===== src/rtl/mem_arbiter.sv =====
// Two-port memory arbiter: shares one memory port between an instruction-fetch
// requester and a data requester, with starvation control and an access timeout.
module mem_arbiter #(
    parameter int ADDR_W     = 32,
    parameter int DATA_W     = 32,
    parameter int STARVE_MAX = 4,
    parameter int TIMEOUT    = 16
) (
    input  logic              clk,
    input  logic              reset,
    input  logic              i_req,
    input  logic [ADDR_W-1:0] i_addr,
    output logic              i_ack,
    output logic [DATA_W-1:0] i_rdata,
    input  logic              d_req,
    input  logic              d_rd_wr,
    input  logic [1:0]        d_size,
    input  logic [ADDR_W-1:0] d_addr,
    input  logic [DATA_W-1:0] d_wdata,
    output logic              d_ack,
    output logic [DATA_W-1:0] d_rdata,
    output logic              err,
    output logic              m_enable,
    output logic              m_rd_wr,
    output logic [1:0]        m_size,
    output logic [ADDR_W-1:0] m_addr,
    output logic [DATA_W-1:0] m_wdata,
    input  logic [DATA_W-1:0] m_rdata,
    input  logic              m_busy
);

    localparam int SC_W  = (STARVE_MAX > 0) ? $clog2(STARVE_MAX + 1) : 1;
    localparam int TMO_W = (TIMEOUT > 1) ? $clog2(TIMEOUT) : 1;

    typedef enum logic [1:0] {
        IDLE   = 2'd0,
        ACCESS = 2'd1,
        RESP   = 2'd2
    } state_t;

    state_t            state_q,      state_d;
    logic              gnt_i_q,      gnt_i_d;
    logic [SC_W-1:0]   starve_cnt_q, starve_cnt_d;
    logic [TMO_W-1:0]  tmo_cnt_q,    tmo_cnt_d;
    logic              i_ack_q,      i_ack_d;
    logic              d_ack_q,      d_ack_d;
    logic              err_q,        err_d;
    logic [DATA_W-1:0] i_rdata_q,    i_rdata_d;
    logic [DATA_W-1:0] d_rdata_q,    d_rdata_d;
    logic              m_enable_q,   m_enable_d;
    logic              m_rd_wr_q,    m_rd_wr_d;
    logic [1:0]        m_size_q,     m_size_d;
    logic [ADDR_W-1:0] m_addr_q,     m_addr_d;
    logic [DATA_W-1:0] m_wdata_q,    m_wdata_d;

    logic starve_full;
    logic grant_i;
    logic tmo_last;

    assign starve_full = (starve_cnt_q == SC_W'(STARVE_MAX));
    assign tmo_last    = (tmo_cnt_q == TMO_W'(TIMEOUT - 1));
    // Data wins ties unless the fetch side has already waited STARVE_MAX grants.
    assign grant_i     = i_req && (!d_req || starve_full);

    always_comb begin
        state_d      = state_q;
        gnt_i_d      = gnt_i_q;
        starve_cnt_d = starve_cnt_q;
        tmo_cnt_d    = tmo_cnt_q;
        i_ack_d      = 1'b0;
        d_ack_d      = 1'b0;
        err_d        = 1'b0;
        i_rdata_d    = i_rdata_q;
        d_rdata_d    = d_rdata_q;
        m_enable_d   = m_enable_q;
        m_rd_wr_d    = m_rd_wr_q;
        m_size_d     = m_size_q;
        m_addr_d     = m_addr_q;
        m_wdata_d    = m_wdata_q;

        case (state_q)
            IDLE: begin
                if (i_req || d_req) begin
                    state_d    = ACCESS;
                    gnt_i_d    = grant_i;
                    tmo_cnt_d  = '0;
                    m_enable_d = 1'b1;
                    if (grant_i) begin
                        m_addr_d     = i_addr;
                        m_size_d     = 2'b10;
                        m_rd_wr_d    = 1'b1;
                        starve_cnt_d = '0;
                    end else begin
                        m_addr_d  = d_addr;
                        m_size_d  = d_size;
                        m_rd_wr_d = d_rd_wr;
                        m_wdata_d = d_wdata;
                        if (!i_req)
                            starve_cnt_d = '0;
                        else if (!starve_full)
                            starve_cnt_d = starve_cnt_q + SC_W'(1);
                    end
                end
            end

            ACCESS: begin
                if (!m_busy || tmo_last) begin
                    state_d    = RESP;
                    m_enable_d = 1'b0;
                    m_rd_wr_d  = 1'b1;
                    i_ack_d    = gnt_i_q;
                    d_ack_d    = !gnt_i_q;
                    err_d      = m_busy;
                    // Read data is only latched on a real completion, never on timeout or write.
                    if (!m_busy) begin
                        if (gnt_i_q)
                            i_rdata_d = m_rdata;
                        else if (m_rd_wr_q)
                            d_rdata_d = m_rdata;
                    end
                end else begin
                    tmo_cnt_d = tmo_cnt_q + TMO_W'(1);
                end
            end

            RESP: begin
                state_d = IDLE;
            end

            default: begin
                state_d    = IDLE;
                m_enable_d = 1'b0;
                m_rd_wr_d  = 1'b1;
            end
        endcase
    end

    always_ff @(posedge clk or posedge reset) begin
        if (reset) begin
            state_q      <= IDLE;
            gnt_i_q      <= 1'b0;
            starve_cnt_q <= '0;
            tmo_cnt_q    <= '0;
            i_ack_q      <= 1'b0;
            d_ack_q      <= 1'b0;
            err_q        <= 1'b0;
            i_rdata_q    <= '0;
            d_rdata_q    <= '0;
            m_enable_q   <= 1'b0;
            m_rd_wr_q    <= 1'b1;
            m_size_q     <= '0;
            m_addr_q     <= '0;
            m_wdata_q    <= '0;
        end else begin
            state_q      <= state_d;
            gnt_i_q      <= gnt_i_d;
            starve_cnt_q <= starve_cnt_d;
            tmo_cnt_q    <= tmo_cnt_d;
            i_ack_q      <= i_ack_d;
            d_ack_q      <= d_ack_d;
            err_q        <= err_d;
            i_rdata_q    <= i_rdata_d;
            d_rdata_q    <= d_rdata_d;
            m_enable_q   <= m_enable_d;
            m_rd_wr_q    <= m_rd_wr_d;
            m_size_q     <= m_size_d;
            m_addr_q     <= m_addr_d;
            m_wdata_q    <= m_wdata_d;
        end
    end

    assign i_ack    = i_ack_q;
    assign d_ack    = d_ack_q;
    assign err      = err_q;
    assign i_rdata  = i_rdata_q;
    assign d_rdata  = d_rdata_q;
    assign m_enable = m_enable_q;
    assign m_rd_wr  = m_rd_wr_q;
    assign m_size   = m_size_q;
    assign m_addr   = m_addr_q;
    assign m_wdata  = m_wdata_q;

endmodule

===== config.mk =====
export PLATFORM = sky130hd
export DESIGN_NAME = mem_arbiter
export DESIGN_NICKNAME = d
export VERILOG_FILES = /design/src/rtl/mem_arbiter.sv
export SDC_FILE = /design/constraint.sdc
export NUM_CORES = 1
export LEC_CHECK = 0
export BUFFER_PORTS_ARGS = -buffer_cell sky130_fd_sc_hd__buf_2
export CAP_MARGIN = 20
export CORE_MARGIN = 1
export CORE_UTILIZATION = 25
export CTS_BUF_LIST = sky130_fd_sc_hd__clkbuf_4 sky130_fd_sc_hd__clkbuf_8 sky130_fd_sc_hd__clkbuf_16
export CTS_CLUSTER_DIAMETER = 30
export DETAILED_ROUTE_END_ITERATION = 10
export PLACE_DENSITY = 0.55
export SLEW_MARGIN = 20
export SYNTH_ARGS = -nofsm -noshare
export SYNTH_HDL_FRONTEND = slang
export SYNTH_SLANG_ARGS = --single-unit
export TNS_END_PERCENT = 1

===== constraint.sdc =====
create_clock -name clk -period 4 [get_ports clk]
set_input_delay 0.2 -clock clk [delete_from_list [all_inputs] [get_ports clk]]
set_output_delay 0.2 -clock clk [all_outputs]
set_load 0.05 [all_outputs]

==> results.ini, run 1 <==
[global_route]
gr-total-overflow=0
grt_pass1_wl_um=25600
antenna_found_initial=2
grt_start_max_net_pins=146
grt_use_total_pct=13.7
first_global_vias=4808

[timing]
fin_crit_sh_pct=64.1
drv_slew=0
rsz0062_at_grt=false
fin_skew_ns=0.0131
finalHoldViolCount=33
setup_viol_count_final=0
setup_tns_ns=0
timing.fmax_ghz=0.390
slew_headroom_pct=38.0
fin_hold_ws_ns=-0.0669
min_period_ns=2.56
worst_pin_slew_ns=0.930

[critical_path]
crit_type=flop to flop
cp_num_buf_inv=3
critPathCaptureType=flop
cp_slowest_cell=dlygate4sd3_1
path_delay_family=buffers and inverters
path_max_fanout=60
worstPathArrival_ns=2.92
worstPathCellList=nor2_2, buf_4, and3_2, buf_12, a221o_1, dlygate4sd3_1
start_kind=flop
cp.required_ns=4.36
slowest_delay_ns=0.56

[clocking]
ctsHtreeMaxLevel=4
clk_latency_ns=0.42
cts_tree=built
cts_buffers=17
clock_sinks=145
clock_path_buffers=2
cts-resized-gates=0
cts-root-buf=clkbuf_16
cts.clk_slew.worst_paths_ns=0.07

[synthesis]
synth.most_common_cell=dfrtp_1
ys_top_cells_by_area=dfrtp_1 (61%), mux2_2 (13%), mux2_4 (7.6%)
ys_seq_area_share_pct=61.0
synth.ff_latch_count=145
synth_nets=524
synth_commonest_cells=dfrtp_1 (144), mux2_2 (68), a21boi_0 (33), a221o_1 (32), mux2_4 (30)
async_flop_share_pct=100
synth_cells=385
synth_cell_types=42
synth_area_per_cell_um2=15.4
yosys_warnings=0
synth-edff-count=0
synth_top_area_share_pct=60.6
synth.cell_area_mm2=0.00595
synth.largest_area_cell=dfrtp_1
synth_ff_type=dfrtp_1

[pwr]
p_leak_nw=4.39
vdd_drop_max_uv=600
power_density_mw_per_mm2=1020
p_total_mw=9.19

[layout]
final_cell_area_mm2=0.00901
nets=871
layout-drive-gt1-share_pct=55.9
final_util_pct=38.5
area_growth_syn_to_layout_pct=51.6

[drt]
drt_pass1_iterations=4
routed_via_density=4.36
wl_per_cell_um=15.6
route.vias.total=4636
ant_nets=0
drc_errors=0
routed_wl_um=16600
drt_iter0_drc=138

[outcome]
violations=hold timing
status=finished with violations

[die]
start_util_pct=25.4
die-height_um=156
die_w_um=156
core_mm2=0.0234
ios=271
rows=56
die_area_mm2=0.0244

[placement]
port-buffer-count=270
gp_routability_congestion=0.727
dp_hpwl_um=10500
post_dp_cell_area_mm2=0.00762

[run]
maxCapViolCount=0

[min_path]
holdCritPathClass=input port to asynchronous set/reset pin

==> final timing paths <==
kind | start | end | slack [ns] | cells after the start
setup / recovery | state_q[0]$_DFFE_PP0P_ | m_addr[6]$_DFFE_PP0P_ | 1.44 | 6
hold / removal | reset | i_rdata[0]$_DFFE_PP0P_ | -0.07 | 3
setup reg to reg | state_q[0]$_DFFE_PP0P_ | m_addr[6]$_DFFE_PP0P_ | 1.44 | 6
hold reg to reg | m_enable$_DFFE_PP0P_ | m_enable$_DFFE_PP0P_ | 0.48 | 1
max in group asynchronous | reset | i_rdata[22]$_DFFE_PP0P_ | 3.28 | 3
min in group clk | d_addr[26] | m_addr[26]$_DFFE_PP0P_ | 0.03 | 2
==> routing by layer <==
layer	GRT usage (%)	routed length, um	share of wire, %	vias to the layer above
li1	-	-	-	2132
met1	16.2	7100	43	2265
met2	23.0	7900	48	215
met3	4.21	1180	7.1	22
met4	5.98	354	2.1	2
met5	0	13	0.079	-
==> metrics by stage <==
step | setup slack (ns) | cells | hold WS (ns)
after floorplan | 1.98 | 385 | 0.303
after global placement | 1.81 | 955 | 0.430
after detailed placement | 1.76 | 955 | 0.432
after CTS | 1.45 | 1063 | 0.000333
after global routing | 1.29 | 1064 | 0.00260
final | 1.44 | 1064 | -0.0669
==> placed cells by master, fill, tap and decap left out, types with 2 or more instances in the layout <==
cell             n
nand3_1          4
nand2_1          2
o22ai_1          3
o21ai_0          2
bufinv_16        3
a21o_1           2
buf_2          270
nor2_1           4
dlygate4sd3_1   77
a21boi_0        33
clkinvlp_4       4
clkbuf_16       17
dfrtp_1        144
a221o_1         32
buf_12           2
inv_6            4
a32o_1           2
or2_2            2
clkbuf_8         3
mux2_4          30
mux2_2          68
ha_1             3
inv_1            5
buf_4            3
==> flip-flops by register name (all words and copies together) (netlist names), 2 cells and up <==
register	count
tmo_cnt_q	4
starve_cnt_q	3
d_rdata	32
m_addr	32
i_rdata	32
state_q	2
m_size	2
m_wdata	32
==> power by group <==
group / internal [mW] / switching, mW / total [mW]
Sequential: 2.18 / 0.366 / 2.55
Clock: 1.04 / 0.647 / 1.69
Combinational: 1.58 / 3.37 / 4.95
Total: 4.81 / 4.38 / 9.19
==> cell type report <==
cell class	count	area, um2
well taps	319	399
inverters	6	26.3
fillers	2266	14400
multi-input cells	210	2150
diodes	1	2.50
clock inverters	10	148
repair buffers	352	2180
flip-flops and latches	145	3630
clock buffers	21	474
==> what timing repair did <==
item	4_1_cts	5_1_grt
endpoints found under the setup margin	0	0
hold buffers	77	0
buffers inserted	0	0
endpoints found under the hold margin	56	0
==> cells by family after synthesis <==
logic type | synth area share, %
and+or+nand+nor | 2.69
muxes | 20.6
buffers and inverters | 3.11
DFF | 61.0
adders and majority gates | 0.631
xor gates and xnor gates | 0.295
AOI/OAI and AO/OA | 11.6
==> worst min-delay path, cell delays in order <==
cell        delay (ns)
buf_2             0.11
clkinvlp_4        0.07
buf_12            0.46
No activity file was read; power rests on OpenSTA's default activity.
==> run 2: changes to the inputs <==
- PLACE_DENSITY: 0.55 -> 0.53
- clock period: 4 -> 2.53 ns (I/O delays scaled with it)
==> run 2 against run 1 <==
Effect of this change: the run now ends clean; count of clock-buffer cells in the layout is 3 lower; via count is 3.3% higher; worst setup slack worse by 1.3 ns; design area is 6.5% higher; clock power is 55% higher; global-route usage is 0.39 points higher; cell count is 5.5% higher; hold slack better by 0.085 ns; non-clock buffer count is 59 higher; highest routed layer is now met4.
==> results.ini, run 2 (synthesized netlist as in run 1, its figures left out) <==
[outcome]
status=finished clean  ; was finished with violations

[placement]
port-buffer-count=270  ; unchanged
placed_cells=960  ; was 955
dp_hpwl_um=11100  ; was 10500 um
gp_routability_congestion=0.700  ; was 0.727

[drt]
drt_iter0_drc=134  ; was 138
routed_via_density=4.27  ; was 4.36
drt_pass1_iterations=4  ; unchanged
routed_wl_um=17000  ; was 16600 um
wl_per_cell_um=15.1  ; was 15.6 um
route.vias.total=4791  ; was 4636
drc_errors=0  ; unchanged
ant_nets=0  ; unchanged

[critical_path]
path_max_fanout=30  ; was 60
worstPathArrival_ns=2.70  ; was 2.92 ns
start_kind=flop  ; unchanged
critPathCaptureType=flop  ; unchanged
crit_start=state_q[0]$_DFFE_PP0P_  ; unchanged
r2r-start=state_q[0]$_DFFE_PP0P_  ; unchanged
cp.required_ns=2.87  ; was 4.36 ns
crit_type=flop to flop  ; unchanged

[timing]
timing.fmax_ghz=0.425  ; was 0.390 GHz
rsz0062_at_grt=false  ; unchanged
finalHoldViolCount=0  ; was 33
setup_viol_count_final=0  ; unchanged
worst_pin_slew_ns=0.683  ; was 0.930 ns
fin_crit_sh_pct=93.1  ; was 64.1%
slew_headroom_pct=54.5  ; was 38.0%
min_period_ns=2.35  ; was 2.56 ns
fin_skew_ns=0.00988  ; was 0.0131 ns
drv_slew=0  ; unchanged
setup_tns_ns=0  ; unchanged

[pwr]
vdd_drop_max_uv=646  ; was 600 uV
p_int_mw=7.72  ; was 4.81 mW
clockPowerShare_pct=17.8  ; was 18.4%
power_switching_mw=7.01  ; was 4.38 mW
seq_power_share_pct=27.4  ; was 27.7%
comb_power_share_pct=54.8  ; was 53.9%
switching_share_pct=47.6  ; was 47.7%
power_density_mw_per_mm2=1530  ; was 1020 mW/mm2
p_leak_nw=4.65  ; was 4.39 nW

[clocking]
clock_sinks=145  ; unchanged
cts_tree=built  ; unchanged
ctsHtreeMaxLevel=4  ; unchanged
cts.clk_slew.worst_paths_ns=0.06  ; was 0.07 ns
cts-root-buf=clkbuf_16  ; unchanged
clock_path_buffers=2  ; unchanged
clk_latency_ns=0.41  ; was 0.42 ns
postCtsSetupRepairBufs=0  ; unchanged
cts_buffers=17  ; unchanged

[die]
die_w_um=156  ; unchanged
ios=271  ; unchanged
start_util_pct=25.4  ; unchanged
rows=56  ; unchanged
die-height_um=156  ; unchanged
core_mm2=0.0234  ; unchanged
die_area_mm2=0.0244  ; unchanged

[global_route]
gr-total-overflow=0  ; unchanged
antenna_found_initial=0  ; was 2
grt_use_total_pct=14.1  ; was 13.7%
grt_pass1_wl_um=26400  ; was 25600 um
grt_start_max_net_pins=66  ; was 146
first_global_vias=5086  ; was 4808

[run]
maxCapViolCount=0  ; unchanged

[layout]
layout-drive-gt1-share_pct=52.5  ; was 55.9%
most-common-layout-cells=buf_2 (270), dfrtp_1 (144), dlygate4sd3_1 (131)  ; was buf_2 (270), dfrtp_1 (144), dlygate4sd3_1 (77)
nets=930  ; was 871
area_growth_syn_to_layout_pct=61.3  ; was 51.6%
fin_cells=1123  ; was 1064
final_common_cell=buf_2  ; unchanged
n_antenna_cell=0  ; was 1
fillCellCount=2278  ; was 2266

[min_path]
holdCritStartpoint=m_busy
holdCritPathClass=input port to flop  ; was input port to asynchronous set/reset pin

run 2: cell type report:
type                            count  area (um2)  area share, %
Inverter                            6        26.3          0.274
Clock inverter                     14         179           1.87
Tap cell                          319         399           4.16
Multi-Input combinational cell    210        2150           22.4
Sequential cell                   145        3630           37.8
Timing Repair Buffer              411        2780           29.0
Clock buffer                       18         433           4.51
run 2: repair_timing:
| item | in CTS | in global routing |
|---|---|---|
| endpoints found under the setup margin | 0 | 29 |
| hold buffers | 131 | 0 |
| gates resized for setup | 0 | 2 |
| endpoints found under the hold margin | 150 | 0 |
run 2: worst paths after layout:
check	end	slack, ns	cells after the start
worst min register to register	m_enable$_DFFE_PP0P_	0.49	1
max in group asynchronous	m_rd_wr$_DFFE_PP1P_	1.46	4
worst max register to register	m_addr[15]$_DFFE_PP0P_	0.18	5
min in group asynchronous	i_rdata[2]$_DFFE_PP0P_	0.31	3
worst max-delay path	m_addr[15]$_DFFE_PP0P_	0.18	5
worst min-delay path	state_q[1]$_DFFE_PP0P_	0.02	2
run 2: metal layers:
layer  wire (um)  up-vias  GRT usage, %  part of all wire (%)
met5           0        -             0                     0
met4         271        0          5.04                   1.6
met3        1110       14          4.13                   6.5
met2        8430      186          24.2                    50
met1        7180     2345          16.7                    42
li1            -     2246             -                     -
run 2: per-stage QoR:
step | util (%) | area, um2 | power (mW) | hold slack (ns) | setup WS, ns
floorplan | - | 5950 | 9.86 | 0.229 | 0.585
finish | 41.0 | 9590 | 14.7 | 0.0185 | 0.176
global route | 41.0 | 9590 | 15.5 | 0.0287 | 0.0777
CTS | 41.0 | 9590 | 14.9 | 0.00380 | 0.0553
global placement | 32.8 | 7670 | 11.6 | 0.209 | 0.579
detailed placement | 32.8 | 7670 | 11.6 | 0.216 | 0.567
run 2: power by group through the flow:
stage | Combinational (mW) | Sequential (mW) | Clock, mW
after detailed placement | 7.58 | 4.04 | 0
after global routing | 8.46 | 4.19 | 2.82
final | 8.07 | 4.03 | 2.62
after global placement | 7.51 | 4.05 | 0
after CTS | 8.10 | 4.03 | 2.72
after floorplan | 2.07 | 7.79 | 0
run 2: critical path: stages (launching register included):
cell and delay (ns):
dfrtp_1 0.46, or2_2 0.38, nor3_4 0.33, buf_6 0.33, a221o_1 0.20, dlygate4sd3_1 0.55
==> run 3: changes to the inputs <==
- CTS_BUF_LIST: sky130_fd_sc_hd__clkbuf_4 sky130_fd_sc_hd__clkbuf_8 sky130_fd_sc_hd__clkbuf_16 -> unset
==> run 3 against run 2 <==
Effect of this change: core utilization barely moved; design area about the same; register-to-register slack barely moved; critical endpoint unchanged; via count is 0.21% higher; hold slack hardly changed; non-clock buffer count is the same; worst setup slack gained 0.0019 ns.
==> results.ini, run 3 (synthesized netlist as in run 1, its figures left out) <==
[clocking]
cts.clk_slew.worst_paths_ns=0.06  ; about the same
clk_latency_ns=0.41  ; about the same
clock_path_buffers=2  ; unchanged
cts_tree=built  ; unchanged
cts-root-buf=clkbuf_16  ; unchanged
ctsHtreeMaxLevel=4  ; unchanged
postCtsSetupRepairBufs=0  ; unchanged
cts_buffers=17  ; unchanged
clock_sinks=145  ; unchanged

[die]
die-height_um=156  ; unchanged
ios=271  ; unchanged
start_util_pct=25.4  ; unchanged
rows=56  ; unchanged
die_w_um=156  ; unchanged
die_area_mm2=0.0244  ; unchanged
core_mm2=0.0234  ; unchanged

[drt]
routed_via_density=4.28  ; was 4.27
routed_wl_um=17000  ; about the same
drt_iter0_drc=147  ; was 134
ant_nets=0  ; unchanged
drt_pass1_iterations=4  ; unchanged
drc_errors=0  ; unchanged
route.vias.total=4801  ; was 4791
wl_per_cell_um=15.1  ; about the same

[global_route]
antenna_found_initial=0  ; unchanged
grt_use_met3_pct=4.13  ; unchanged
busiest_layer=met2  ; unchanged
use_met1_pct=16.7  ; unchanged
grtUsageMet2_pct=24.2  ; unchanged
grt_pass1_wl_um=26400  ; unchanged
grt_use_total_pct=14.1  ; unchanged
first_global_vias=5086  ; unchanged
grt_start_max_net_pins=66  ; unchanged
gr-total-overflow=0  ; unchanged

[layout]
final_common_cell=buf_2  ; unchanged
nets=930  ; unchanged
most-common-layout-cells=buf_2 (270), dfrtp_1 (144), dlygate4sd3_1 (131)  ; unchanged
fillCellCount=2278  ; unchanged
layout-drive-gt1-share_pct=52.4  ; was 52.5%
fin_cells=1123  ; unchanged
n_antenna_cell=0  ; unchanged
area_growth_syn_to_layout_pct=61.3  ; about the same

[timing]
drv_slew=0  ; unchanged
min_period_ns=2.35  ; about the same
setup_tns_ns=0  ; unchanged
fin_skew_ns=0.00987  ; was 0.00988 ns
finalHoldViolCount=0  ; unchanged
rsz0062_at_grt=false  ; unchanged
fin_crit_sh_pct=93.0  ; was 93.1%
timing.fmax_ghz=0.425  ; about the same
slew_headroom_pct=54.4  ; was 54.5%
setup_viol_count_final=0  ; unchanged
worst_pin_slew_ns=0.684  ; was 0.683 ns

[pwr]
vdd_drop_max_uv=646  ; about the same
p_total_mw=14.7  ; about the same
p_leak_nw=4.64  ; was 4.65 nW
power_density_mw_per_mm2=1530  ; about the same

[critical_path]
cp.required_ns=2.87  ; about the same
path_max_fanout=30  ; unchanged
critPathCaptureType=flop  ; unchanged
crit_type=flop to flop  ; unchanged
worstPathArrival_ns=2.70  ; about the same
start_kind=flop  ; unchanged

[run]
maxCapViolCount=0  ; unchanged

[placement]
dp_hpwl_um=11100  ; unchanged
gp_routability_congestion=0.700  ; unchanged
port-buffer-count=270  ; unchanged
placed_cells=960  ; unchanged

[min_path]
holdCritPathClass=input port to flop  ; unchanged

[outcome]
status=finished clean  ; unchanged

==> run 3: metrics by stage <==
step | instance area, um2 | util, % | hold slack (ns) | setup WS, ns
finish | 9590 | 41.0 | 0.0185 | 0.178
global route | 9590 | 41.0 | 0.0287 | 0.0777
CTS | 9590 | 41.0 | 0.00380 | 0.0553
detailed placement | 7670 | 32.8 | 0.216 | 0.567
global placement | 7670 | 32.8 | 0.209 | 0.579
floorplan | 5950 | - | 0.229 | 0.585
==> run 3: repair_timing <==
item	CTS	global route
gates resized for setup	0	2
hold endpoints to repair	150	0
endpoints found under the setup margin	0	29
hold buffers	131	0
==> run 3: cell type report <==
class / instances / area (um2) / area share [%]
inverter: 6 / 26.3 / 0.274
timing repair buffer: 411 / 2780 / 29.0
clock buffer: 18 / 429 / 4.48
sequential: 145 / 3630 / 37.9
clock inverter: 14 / 179 / 1.87
multi-input combinational: 210 / 2150 / 22.4
tap: 319 / 399 / 4.16
==> run 3: final timing paths <==
kind / start / to / slack [ns] / depth (start not counted)
min in group asynchronous: reset / i_rdata[2]$_DFFE_PP0P_ / 0.31 / 3
worst min register to register: m_enable$_DFFE_PP0P_ / m_enable$_DFFE_PP0P_ / 0.49 / 1
max in group asynchronous: reset / m_rd_wr$_DFFE_PP1P_ / 1.45 / 4
worst max-delay path: state_q[0]$_DFFE_PP0P_ / m_addr[15]$_DFFE_PP0P_ / 0.18 / 5
worst max register to register: state_q[0]$_DFFE_PP0P_ / m_addr[15]$_DFFE_PP0P_ / 0.18 / 5
worst min-delay path: m_busy / state_q[1]$_DFFE_PP0P_ / 0.02 / 2
==> run 3: power by group <==
part	switching [mW]	internal, mW	total (mW)
Clock	1.04	1.57	2.61
Sequential	0.584	3.45	4.03
Combinational	5.38	2.69	8.07
==> run 3: critical path: stages (launching register included) <==
cell,delay [ns]
dfrtp_1,0.46
or2_2,0.38
nor3_4,0.33
buf_6,0.33
a221o_1,0.20
dlygate4sd3_1,0.55
==> run 3: per-layer routing <==
layer,up-vias,routed length [um]
met2,186,8410
met3,14,1110
li1,2245,-
met1,2356,7190
met4,0,271
met5,-,0
